**src/rtl/regfile_write_arbiter_pkg.sv**
```systemverilog
// Shared constants and source encodings for the register-file write arbiter.
package regfile_write_arbiter_pkg;

   // Register file geometry.
   localparam int DATA_W   = 8;
   localparam int ADDR_W   = 3;
   localparam int NUM_REGS = 1 << ADDR_W;

   // Width of the saturating stall counter.
   localparam int STALL_W  = 8;

   // Writeback source encodings, also the value driven on grant_src.
   typedef enum logic {
      SRC_ALU = 1'b0,
      SRC_MEM = 1'b1
   } src_e;

endpackage

```
**src/rtl/regfile_write_arbiter_wb_hold_buffer.sv**
```systemverilog
// One-entry valid/ready holding buffer for a single writeback requester.
// The entry can be popped and reloaded on the same edge, which lets a
// requester stream one write per cycle while it keeps being granted.
module wb_hold_buffer
   import regfile_write_arbiter_pkg::*;
(
   input  logic              clk,
   input  logic              rst_n,
   input  logic              valid,
   output logic              ready,
   input  logic [ADDR_W-1:0] dest,
   input  logic [DATA_W-1:0] data,
   input  logic              pop,
   output logic              load,
   output logic              full,
   output logic [ADDR_W-1:0] held_dest,
   output logic [DATA_W-1:0] held_data
);

   logic              full_reg;
   logic [ADDR_W-1:0] dest_reg;
   logic [DATA_W-1:0] data_reg;

   // Space is available when empty, or when the held entry leaves this edge.
   // ready never looks at valid, so there is no combinational loop.
   assign ready     = !full_reg || pop;
   assign load      = valid && ready;
   assign full      = full_reg;
   assign held_dest = dest_reg;
   assign held_data = data_reg;

   // Entry storage: a load wins over a pop so pop+reload keeps the buffer full.
   always_ff @(posedge clk or negedge rst_n) begin
      if (!rst_n) begin
         full_reg <= 1'b0;
         dest_reg <= '0;
         data_reg <= '0;
      end else if (load) begin
         full_reg <= 1'b1;
         dest_reg <= dest;
         data_reg <= data;
      end else if (pop) begin
         full_reg <= 1'b0;
      end
   end

endmodule

```
**src/rtl/regfile_write_arbiter.sv**
```systemverilog
// Shares the single register-file write port between the ALU and the
// memory-load writeback paths. Round-robin between different registers,
// oldest-first when both buffers target the same register, and a pending
// mask so decode can hold off reads of registers with writes in flight.
module regfile_write_arbiter
   import regfile_write_arbiter_pkg::*;
(
   input  logic                clk,
   input  logic                rst_n,
   input  logic                alu_valid,
   output logic                alu_ready,
   input  logic [ADDR_W-1:0]   alu_reg,
   input  logic [DATA_W-1:0]   alu_data,
   input  logic                mem_valid,
   output logic                mem_ready,
   input  logic [ADDR_W-1:0]   mem_reg,
   input  logic [DATA_W-1:0]   mem_data,
   output logic                rf_write_enable,
   output logic [ADDR_W-1:0]   rf_write_reg,
   output logic [DATA_W-1:0]   rf_write_data,
   output logic                grant_src,
   output logic [NUM_REGS-1:0] pending_mask,
   output logic [STALL_W-1:0]  stall_count
);

   logic              alu_full;
   logic              alu_load;
   logic              alu_pop;
   logic [ADDR_W-1:0] alu_dest;
   logic [DATA_W-1:0] alu_held;

   logic              mem_full;
   logic              mem_load;
   logic              mem_pop;
   logic [ADDR_W-1:0] mem_dest;
   logic [DATA_W-1:0] mem_held;

   logic               grant;
   logic               any_full;
   logic               both_full;
   logic               last_grant_reg;
   logic               age_reg;
   logic [STALL_W-1:0] stall_count_reg;

   wb_hold_buffer u_alu_buf (
      .clk       (clk),
      .rst_n     (rst_n),
      .valid     (alu_valid),
      .ready     (alu_ready),
      .dest      (alu_reg),
      .data      (alu_data),
      .pop       (alu_pop),
      .load      (alu_load),
      .full      (alu_full),
      .held_dest (alu_dest),
      .held_data (alu_held)
   );

   wb_hold_buffer u_mem_buf (
      .clk       (clk),
      .rst_n     (rst_n),
      .valid     (mem_valid),
      .ready     (mem_ready),
      .dest      (mem_reg),
      .data      (mem_data),
      .pop       (mem_pop),
      .load      (mem_load),
      .full      (mem_full),
      .held_dest (mem_dest),
      .held_data (mem_held)
   );

   assign any_full  = alu_full || mem_full;
   assign both_full = alu_full && mem_full;

   // Pick the source to write this cycle, looking only at buffer flops.
   always_comb begin
      grant = SRC_ALU;
      if (both_full) begin
         if (alu_dest == mem_dest) begin
            // Same destination: the older entry must land first.
            grant = age_reg;
         end else begin
            grant = ~last_grant_reg;
         end
      end else if (mem_full) begin
         grant = SRC_MEM;
      end
   end

   // Only the granted, full buffer is popped; the write commits on this edge.
   assign alu_pop = alu_full && (grant == SRC_ALU);
   assign mem_pop = mem_full && (grant == SRC_MEM);

   // Drive the register-file port; idle cycles present all-zero values.
   always_comb begin
      rf_write_enable = any_full;
      grant_src       = SRC_ALU;
      rf_write_reg    = '0;
      rf_write_data   = '0;
      if (any_full) begin
         grant_src     = grant;
         rf_write_reg  = (grant == SRC_MEM) ? mem_dest : alu_dest;
         rf_write_data = (grant == SRC_MEM) ? mem_held : alu_held;
      end
   end

   // Arbitration history: last granted source and which entry is older.
   always_ff @(posedge clk or negedge rst_n) begin
      if (!rst_n) begin
         last_grant_reg <= SRC_MEM;
         age_reg        <= SRC_ALU;
      end else begin
         if (any_full) begin
            last_grant_reg <= grant;
         end
         // A freshly loaded entry is younger than whatever the other buffer
         // holds; on a simultaneous load the MEM entry counts as older.
         if (alu_load) begin
            age_reg <= SRC_MEM;
         end else if (mem_load) begin
            age_reg <= SRC_ALU;
         end
      end
   end

   // Count cycles where a full buffer had to wait, saturating at all-ones.
   always_ff @(posedge clk or negedge rst_n) begin
      if (!rst_n) begin
         stall_count_reg <= '0;
      end else if (both_full && (stall_count_reg != {STALL_W{1'b1}})) begin
         stall_count_reg <= stall_count_reg + 1'b1;
      end
   end

   assign stall_count = stall_count_reg;

   // Bit r is set while either buffer holds a write to register r.
   generate
      for (genvar gi = 0; gi < NUM_REGS; gi++) begin : g_pending
         assign pending_mask[gi] = (alu_full && (alu_dest == ADDR_W'(gi))) ||
                                   (mem_full && (mem_dest == ADDR_W'(gi)));
      end
   endgenerate

endmodule

```
**config.mk**
```make
export PLATFORM = sky130hd
export DESIGN_NAME = regfile_write_arbiter
export DESIGN_NICKNAME = d
export VERILOG_FILES = /design/src/rtl/regfile_write_arbiter_pkg.sv /design/src/rtl/regfile_write_arbiter_wb_hold_buffer.sv /design/src/rtl/regfile_write_arbiter.sv
export SDC_FILE = /design/constraint.sdc
export NUM_CORES = 1
export LEC_CHECK = 0
export CAP_MARGIN = 20
export CORE_ASPECT_RATIO = 0.7
export CORE_UTILIZATION = 47
export DETAILED_ROUTE_END_ITERATION = 10
export PLACE_DENSITY_LB_ADDON = 0.05
export SLEW_MARGIN = 30
export SYNTH_ARGS = -nofsm -noshare
export SYNTH_HDL_FRONTEND = slang
export SYNTH_SLANG_ARGS = --single-unit
```
**constraint.sdc**
```tcl
create_clock -name clk -period 2.7 [get_ports clk]
set_clock_uncertainty 0.2 [all_clocks]
set_input_delay 0.405 -clock clk [delete_from_list [all_inputs] [get_ports clk]]
set_output_delay 0.405 -clock clk [all_outputs]
set_load 0.02 [all_outputs]
```
==> qor.csv, run 1 <==
metric,value,unit
status,"finished, final reports clean",
Post-synth top flop,dfrtp_1,
placer congestion estimate,0.838,
Post-Route WL,4.43,mm
Worst Hold Class,flop to flop,
post-route worst setup slack,0.0896,ns
Root Driver,clkbuf_8,
Clock Latency Late Sink,0.29,ns
DIE HEIGHT,55.1,um
final setup fails,0,
clock buffer count from CTS,5,
Inserted Diodes,0,
area grow syn2layout,39.4,%
core box area,3690,um^2
dpl cells,278,
unrepaired setup endpoints after global routing,false,
Slew Limit Fails,0,
Internal Power,1.92,mW
Ys Warns,0,
crit path capture type,primary output,
Cells after Synth,166,
Gate power share,61.7,%
NumNets Final,262,
largest net degree at the start of global routing,35,
"Cell Area, Placed",2580,um^2
MaxCap Viol Count,0,
clock power share,10.5,%
CP Max Fanout,5,
period utilization,96.7,%
P_leak,1.20,nW
CTS Hold Bufs,0,
min Tclk post-route,2.61,ns
Util after Layout,71.5,%
Buf/Inv on CP,2,
Num Clock Sinks,34,
Starting Density,51.3,%
wire per inst,15.5,um
Overall Global Routing Usage,21.7,%
Die ar.,4300,um^2
setup TNS,0,ns
final hold slack,0.293,ns
Slew HR,66.8,%
Detail Route Antenna Nets,0,
syn nets,193,
"delay-heaviest family, CP",buffers and inverters,
Switching Share,44.0,%
Layout Cells excl Fill,285,
share of layout cells above drive strength 1,26.8,%
Setup crit start kind,flop,
"EDFF count, synth",0,
largest stage delay on the critical path,0.66,ns
"Design Area, Final",2640,um^2
WP data arrival,2.01,ns
crit path kind,flop to primary output,
overall die width,77.9,um
WP data required,2.10,ns
Yosys reg bits,34,
worst slew pin tran,0.498,ns
CTS tree,done,
Final Hold Viols,0,
Fmax,0.383,GHz
Synth cell types,39,
Final Total Pwr,3.42,mW
"Clk pin slew, worst setup/hold paths",0.07,ns
crit path cell chain,"buf_4, or2_2, o32ai_1, clkdlybuf4s50_1",
register area share after synthesis,45.0,%
Site Rows,18,
CTS Buffer Depth,2,
Seq pwr share,27.8,%
Place WS,-0.0575,ns
Setup Buffers After CTS,0,
DR iter-0 viols,61,
NetSw,1.51,mW
Post-Syn Area,1900,um^2
gr ovfl total,0,
number of global-route vias before repair,1432,
CP max-delay cell,clkdlybuf4s50_1,
IO buf count,56,
Peak supply drop,693,uV
post-synthesis area per instance,11.4,um^2
H-tree depth,2,
DRC,0,
Power Density,1300,nW/um^2
Vias,1479,
Final HPWL DP,3.22,mm
initial antenna violation count,0,
# IOs,57,
asr flop ratio synth,100,%
first-pass GRT wire length,6.72,mm
vias per inst,5.19,
length of the first detailed-routing pass in iterations,4,
[timing repair]
item	4_1_cts	5_1_grt
pin swaps	0	1
resized for setup	23	22
endpoints found under the setup margin	14	12
[Yosys cell counts, types with 2 or more instances]
master     n  share of area [%]
dfrtp_1   33                 44
or2_2      3               0.99
and3_1     2               0.66
mux2_4     9                7.1
o32ai_1    2               0.92
o21ai_1    2               0.53
xor2_1     4                1.8
o22ai_1    6                2.0
xnor2_2    2                1.7
buf_4      4                1.6
mux2i_1   11                5.8
nand2b_1   4                1.3
buf_6      3                1.8
inv_1     13                2.6
mux2_2     3                1.8
nand4_1    2               0.66
nand2_1   22                4.4
xnor2_1    7                3.2
nand3_1    3               0.79
a21oi_1    2               0.53
mux2_1    11                6.5
[cells by family (layout without fill, tap and decap cells)]
group                      Yosys count  after routing  share of synthesized area [%]
and+or+nand+nor                     42             42                           11.3
muxes                               34             34                           21.3
DFF                                 34             34                           45.0
buffers and inverters               22             91                           6.40
AOI/OAI and AO/OA                   20             20                           8.65
xor gates and xnor gates            13             13                           6.80
adders and majority gates            1              1                          0.660
[power by group through the flow]
stage	sequential [mW]	clock (mW)	combinational [mW]
finish	0.952	0.359	2.11
CTS	0.931	0.368	2.12
detailed placement	0.931	0	2.20
floorplan	0.922	0	1.33
global placement	0.915	0	2.15
global route	0.976	0.389	2.26
[path summary, 6_finish.rpt]
kind,slack (ns),cells after the start,endpoint,startpoint
hold reg to reg,0.29,1,u_mem_buf.held_data[2],u_mem_buf.held_data[2]
hold / removal,0.29,1,u_mem_buf.held_data[2],u_mem_buf.held_data[2]
setup / recovery,0.09,4,pending_mask[4],u_alu_buf.held_dest[1]
max in group asynchronous,1.64,2,u_mem_buf.held_dest[1],rst_n
min in group asynchronous,0.32,2,u_mem_buf.held_data[4],rst_n
setup reg to reg,0.45,6,u_alu_buf.held_dest[2],u_mem_buf.held_dest[2]
[layout by cell type, fill, tap and decap left out, drive strengths merged, types with 2 or more instances in the layout]
cell / n
clkdlybuf4s50: 42
dfrtp: 33
mux2: 23
nand2: 22
buf: 17
clkbuf: 14
inv: 13
mux2i: 11
xnor2: 9
o22ai: 6
nand2b: 4
xor2: 4
or2: 3
nand3: 3
dlygate4sd2: 3
o21ai: 3
and3: 3
a21oi: 2
o32ai: 2
nand4: 2
clkinv: 2
a211oi: 2
[cell type report]
class / instances / area, um^2
Fill cell: 263 / 1050
Multi-Input combinational cell: 110 / 957
Sequential cell: 34 / 856
Timing Repair Buffer: 71 / 639
Clock buffer: 5 / 68.8
Tap cell: 50 / 62.6
Inverter: 13 / 48.8
Clock inverter: 2 / 10.0
[layer usage]
layer	wire, um	global-route usage, %	share of wire, %	up-vias
li1	-	-	-	703
met1	2090	27.3	47	697
met2	2020	37.6	46	70
met3	249	4.59	5.6	9
met4	72	9.26	1.6	0
met5	0	0	0	-
No activity file was read; power rests on OpenSTA's default activity.
==> run 2, diff against run 1 <==
--- a/config.mk
+++ b/config.mk
@@ -10,7 +10,7 @@
 export CORE_UTILIZATION = 47
 export DETAILED_ROUTE_END_ITERATION = 10
 export PLACE_DENSITY_LB_ADDON = 0.05
-export SLEW_MARGIN = 30
+export SLEW_MARGIN = 20
 export SYNTH_ARGS = -nofsm -noshare
 export SYNTH_HDL_FRONTEND = slang
 export SYNTH_SLANG_ARGS = --single-unit
==> results of run 2 <==
Same layout as run 1: the final DEF is identical, and so are final timing and power.
==> run 3, diff against run 2 <==
--- a/config.mk
+++ b/config.mk
@@ -6,8 +6,10 @@
 export NUM_CORES = 1
 export LEC_CHECK = 0
 export CAP_MARGIN = 20
+export CELL_PAD_IN_SITES_DETAIL_PLACEMENT = 0
+export CELL_PAD_IN_SITES_GLOBAL_PLACEMENT = 1
 export CORE_ASPECT_RATIO = 0.7
-export CORE_UTILIZATION = 47
+export CORE_UTILIZATION = 36
 export DETAILED_ROUTE_END_ITERATION = 10
 export PLACE_DENSITY_LB_ADDON = 0.05
 export SLEW_MARGIN = 20
==> run 3 against run 2 <==
Cell area rose by 1.6%. Worst hold slack got worse by 0.29 ns. Combinational power about the same. The flow now finishes with violations (hold timing). Sequential share of layout area shrank 0.56 points. Critical path type unchanged.
==> qor.csv, run 3 (synthesized netlist as in run 1, its figures left out) <==
metric,value,unit,change
CTS Hold Bufs,0,,unchanged
"commonest non-fill, non-tap cell in the layout",clkdlybuf4s50_1,,unchanged
largest stage delay on the critical path,0.65,ns,was 0.66 ns
most frequent cells in the layout,"clkdlybuf4s50_1, dfrtp_1, nand2_1, buf_4, inv_1",,"was clkdlybuf4s50_1, dfrtp_1, nand2_1, inv_1, buf_4"
MaxCap Viol Count,0,,unchanged
crit path cell chain,"buf_4, or2_2, o32ai_1, clkdlybuf4s50_1",,unchanged
WP data required,2.10,ns,about the same
H-tree depth,2,,unchanged
Clock Latency Late Sink,0.28,ns,was 0.29 ns
area grow syn2layout,41.7,%,was 39.4%
Peak supply drop,553,uV,was 693 uV
Final Total Pwr,3.50,mW,was 3.42 mW
share of layout cells above drive strength 1,28.0,%,was 26.8%
P_leak,1.21,nW,was 1.20 nW
"Clk pin slew, worst setup/hold paths",0.07,ns,about the same
CP max-delay cell,clkdlybuf4s50_1,,unchanged
core box area,4910,um^2,was 3690 um^2
Fillers,448,,was 263
DR iter-0 viols,64,,was 61
Gate power share,59.6,%,was 61.7%
vias per inst,4.87,,was 5.19
Slew HR,40.4,%,was 66.8%
placer congestion estimate,0.782,,was 0.838
Setup Buffers After CTS,0,,unchanged
failing checks,hold timing,,
CTS Buffer Depth,2,,unchanged
IO buf count,56,,unchanged
final hold slack,-0.0000605,ns,was 0.293 ns
WP data arrival,1.98,ns,was 2.01 ns
Internal Power,2.04,mW,was 1.92 mW
DIE HEIGHT,62.7,um,was 55.1 um
Overall Global Routing Usage,17.3,%,was 21.7%
Fmax,0.387,GHz,was 0.383 GHz
Post-Route WL,4.28,mm,was 4.43 mm
number of global-route vias before repair,1545,,was 1432
NumNets Final,263,,was 262
length of the first detailed-routing pass in iterations,4,,unchanged
Setup crit start kind,flop,,unchanged
Detail Route Antenna Nets,0,,unchanged
overall die width,88.7,um,was 77.9 um
Seq pwr share,26.8,%,was 27.8%
first-pass GRT wire length,7.25,mm,was 6.72 mm
CP Max Fanout,6,,was 5
Final Hold Viols,1,,was 0
unrepaired setup endpoints after global routing,false,,unchanged
Place WS,-0.00887,ns,was -0.0575 ns
crit path kind,flop to primary output,,unchanged
status,finished with violations,,"was finished, final reports clean"
Worst Hold Class,primary input to async pin,,was flop to flop
Starting Density,38.6,%,was 51.3%
Slew Limit Fails,0,,unchanged
CTS tree,done,,unchanged
setup TNS,0,ns,unchanged
Die ar.,5560,um^2,was 4300 um^2
Num Clock Sinks,34,,unchanged
# IOs,57,,unchanged
final setup fails,0,,unchanged
period utilization,95.6,%,was 96.7%
Root Driver,clkbuf_8,,unchanged
Site Rows,21,,was 18
gr ovfl total,0,,unchanged
crit path capture type,primary output,,unchanged
worst slew pin tran,0.894,ns,was 0.498 ns
min Tclk post-route,2.58,ns,was 2.61 ns
wire per inst,14.0,um,was 15.5 um
clock buffer count from CTS,5,,unchanged
Inserted Diodes,0,,unchanged
Power Density,1300,nW/um^2,about the same
largest net degree at the start of global routing,35,,unchanged
DRC,0,,unchanged
Switching Share,41.7,%,was 44.0%
clock power share,13.6,%,was 10.5%
Final HPWL DP,3.21,mm,was 3.22 mm
initial antenna violation count,0,,unchanged
NetSw,1.46,mW,was 1.51 mW
Util after Layout,54.6,%,was 71.5%
Vias,1485,,was 1479
post-route worst setup slack,0.119,ns,was 0.0896 ns
[run 3: cell types whose count changed in the layout (fill, tap and decap cells not counted), sizes merged]
cell	before	now
clkbuf	14	11
buf	17	24
clkinv	2	0
dlygate4sd2	3	2
clkdlybuf4s50	42	41
bufinv	0	1
[run 3: repair_timing]
item	CTS	global route
endpoints found under the setup margin	14	12
resized for setup	34	19
pin swaps	0	2
[run 3: final cells by class]
type,instances,area [um^2],area share [%]
multi-input combinational,110,962,35.8
sequential,34,855,31.8
timing repair buffer,72,621,23.1
tap,69,86.3,3.22
clock buffer,6,82.6,3.08
inverter,13,48.8,1.82
clock inverter,1,30.0,1.12
[run 3: final timing paths]
check | startpoint | endpoint | slack (ns) | cells past startpoint
max in group asynchronous | rst_n | u_alu_buf.held_dest[0] | 1.76 | 1
setup / recovery | u_alu_buf.held_dest[1] | pending_mask[4] | 0.12 | 4
hold reg to reg | u_mem_buf.held_data[1] | u_mem_buf.held_data[1] | 0.29 | 1
min in group clk | u_mem_buf.held_data[1] | u_mem_buf.held_data[1] | 0.29 | 1
setup reg to reg | u_alu_buf.held_dest[2] | u_alu_buf.held_dest[0] | 0.30 | 5
hold / removal | rst_n | u_mem_buf.held_dest[1] | -0.00006 | 1
[run 3: power by group through the flow]
stage               registers, mW  clock network [mW]  logic [mW]
global route                0.974               0.508        2.25
floorplan                   0.922                   0        1.33
detailed placement          0.930                   0        2.19
finish                      0.938               0.477        2.09
CTS                         0.930               0.492        2.16
global placement            0.911                   0        2.18
[run 3: critical path: cells and delay by family, from the launching register on]
kind	cells	cell delay [ns]
buf+inv	2	0.84
flops	1	0.44
simple gates	1	0.28
compound gates	1	0.13
[run 3: per-stage QoR]
step	hold slack [ns]	instances	cell area, um^2
3_5_place_dp	0.276	298	2590
3_3_place_gp	0.267	298	2590
6_report	-0.0000605	305	2690
2_1_floorplan	-0.0906	166	1900
4_1_cts	0.0272	305	2730
5_1_grt	0.0624	305	2690
[run 3: per-layer routing]
layer / GRT usage [%] / part of all wire, % / vias to the layer above
met1: 22.7 / 45 / 716
li1: - / - / 708
met2: 27.5 / 47 / 55
met4: 5.65 / 1.4 / 0
met5: 0 / 0 / -
met3: 4.89 / 6.5 / 6
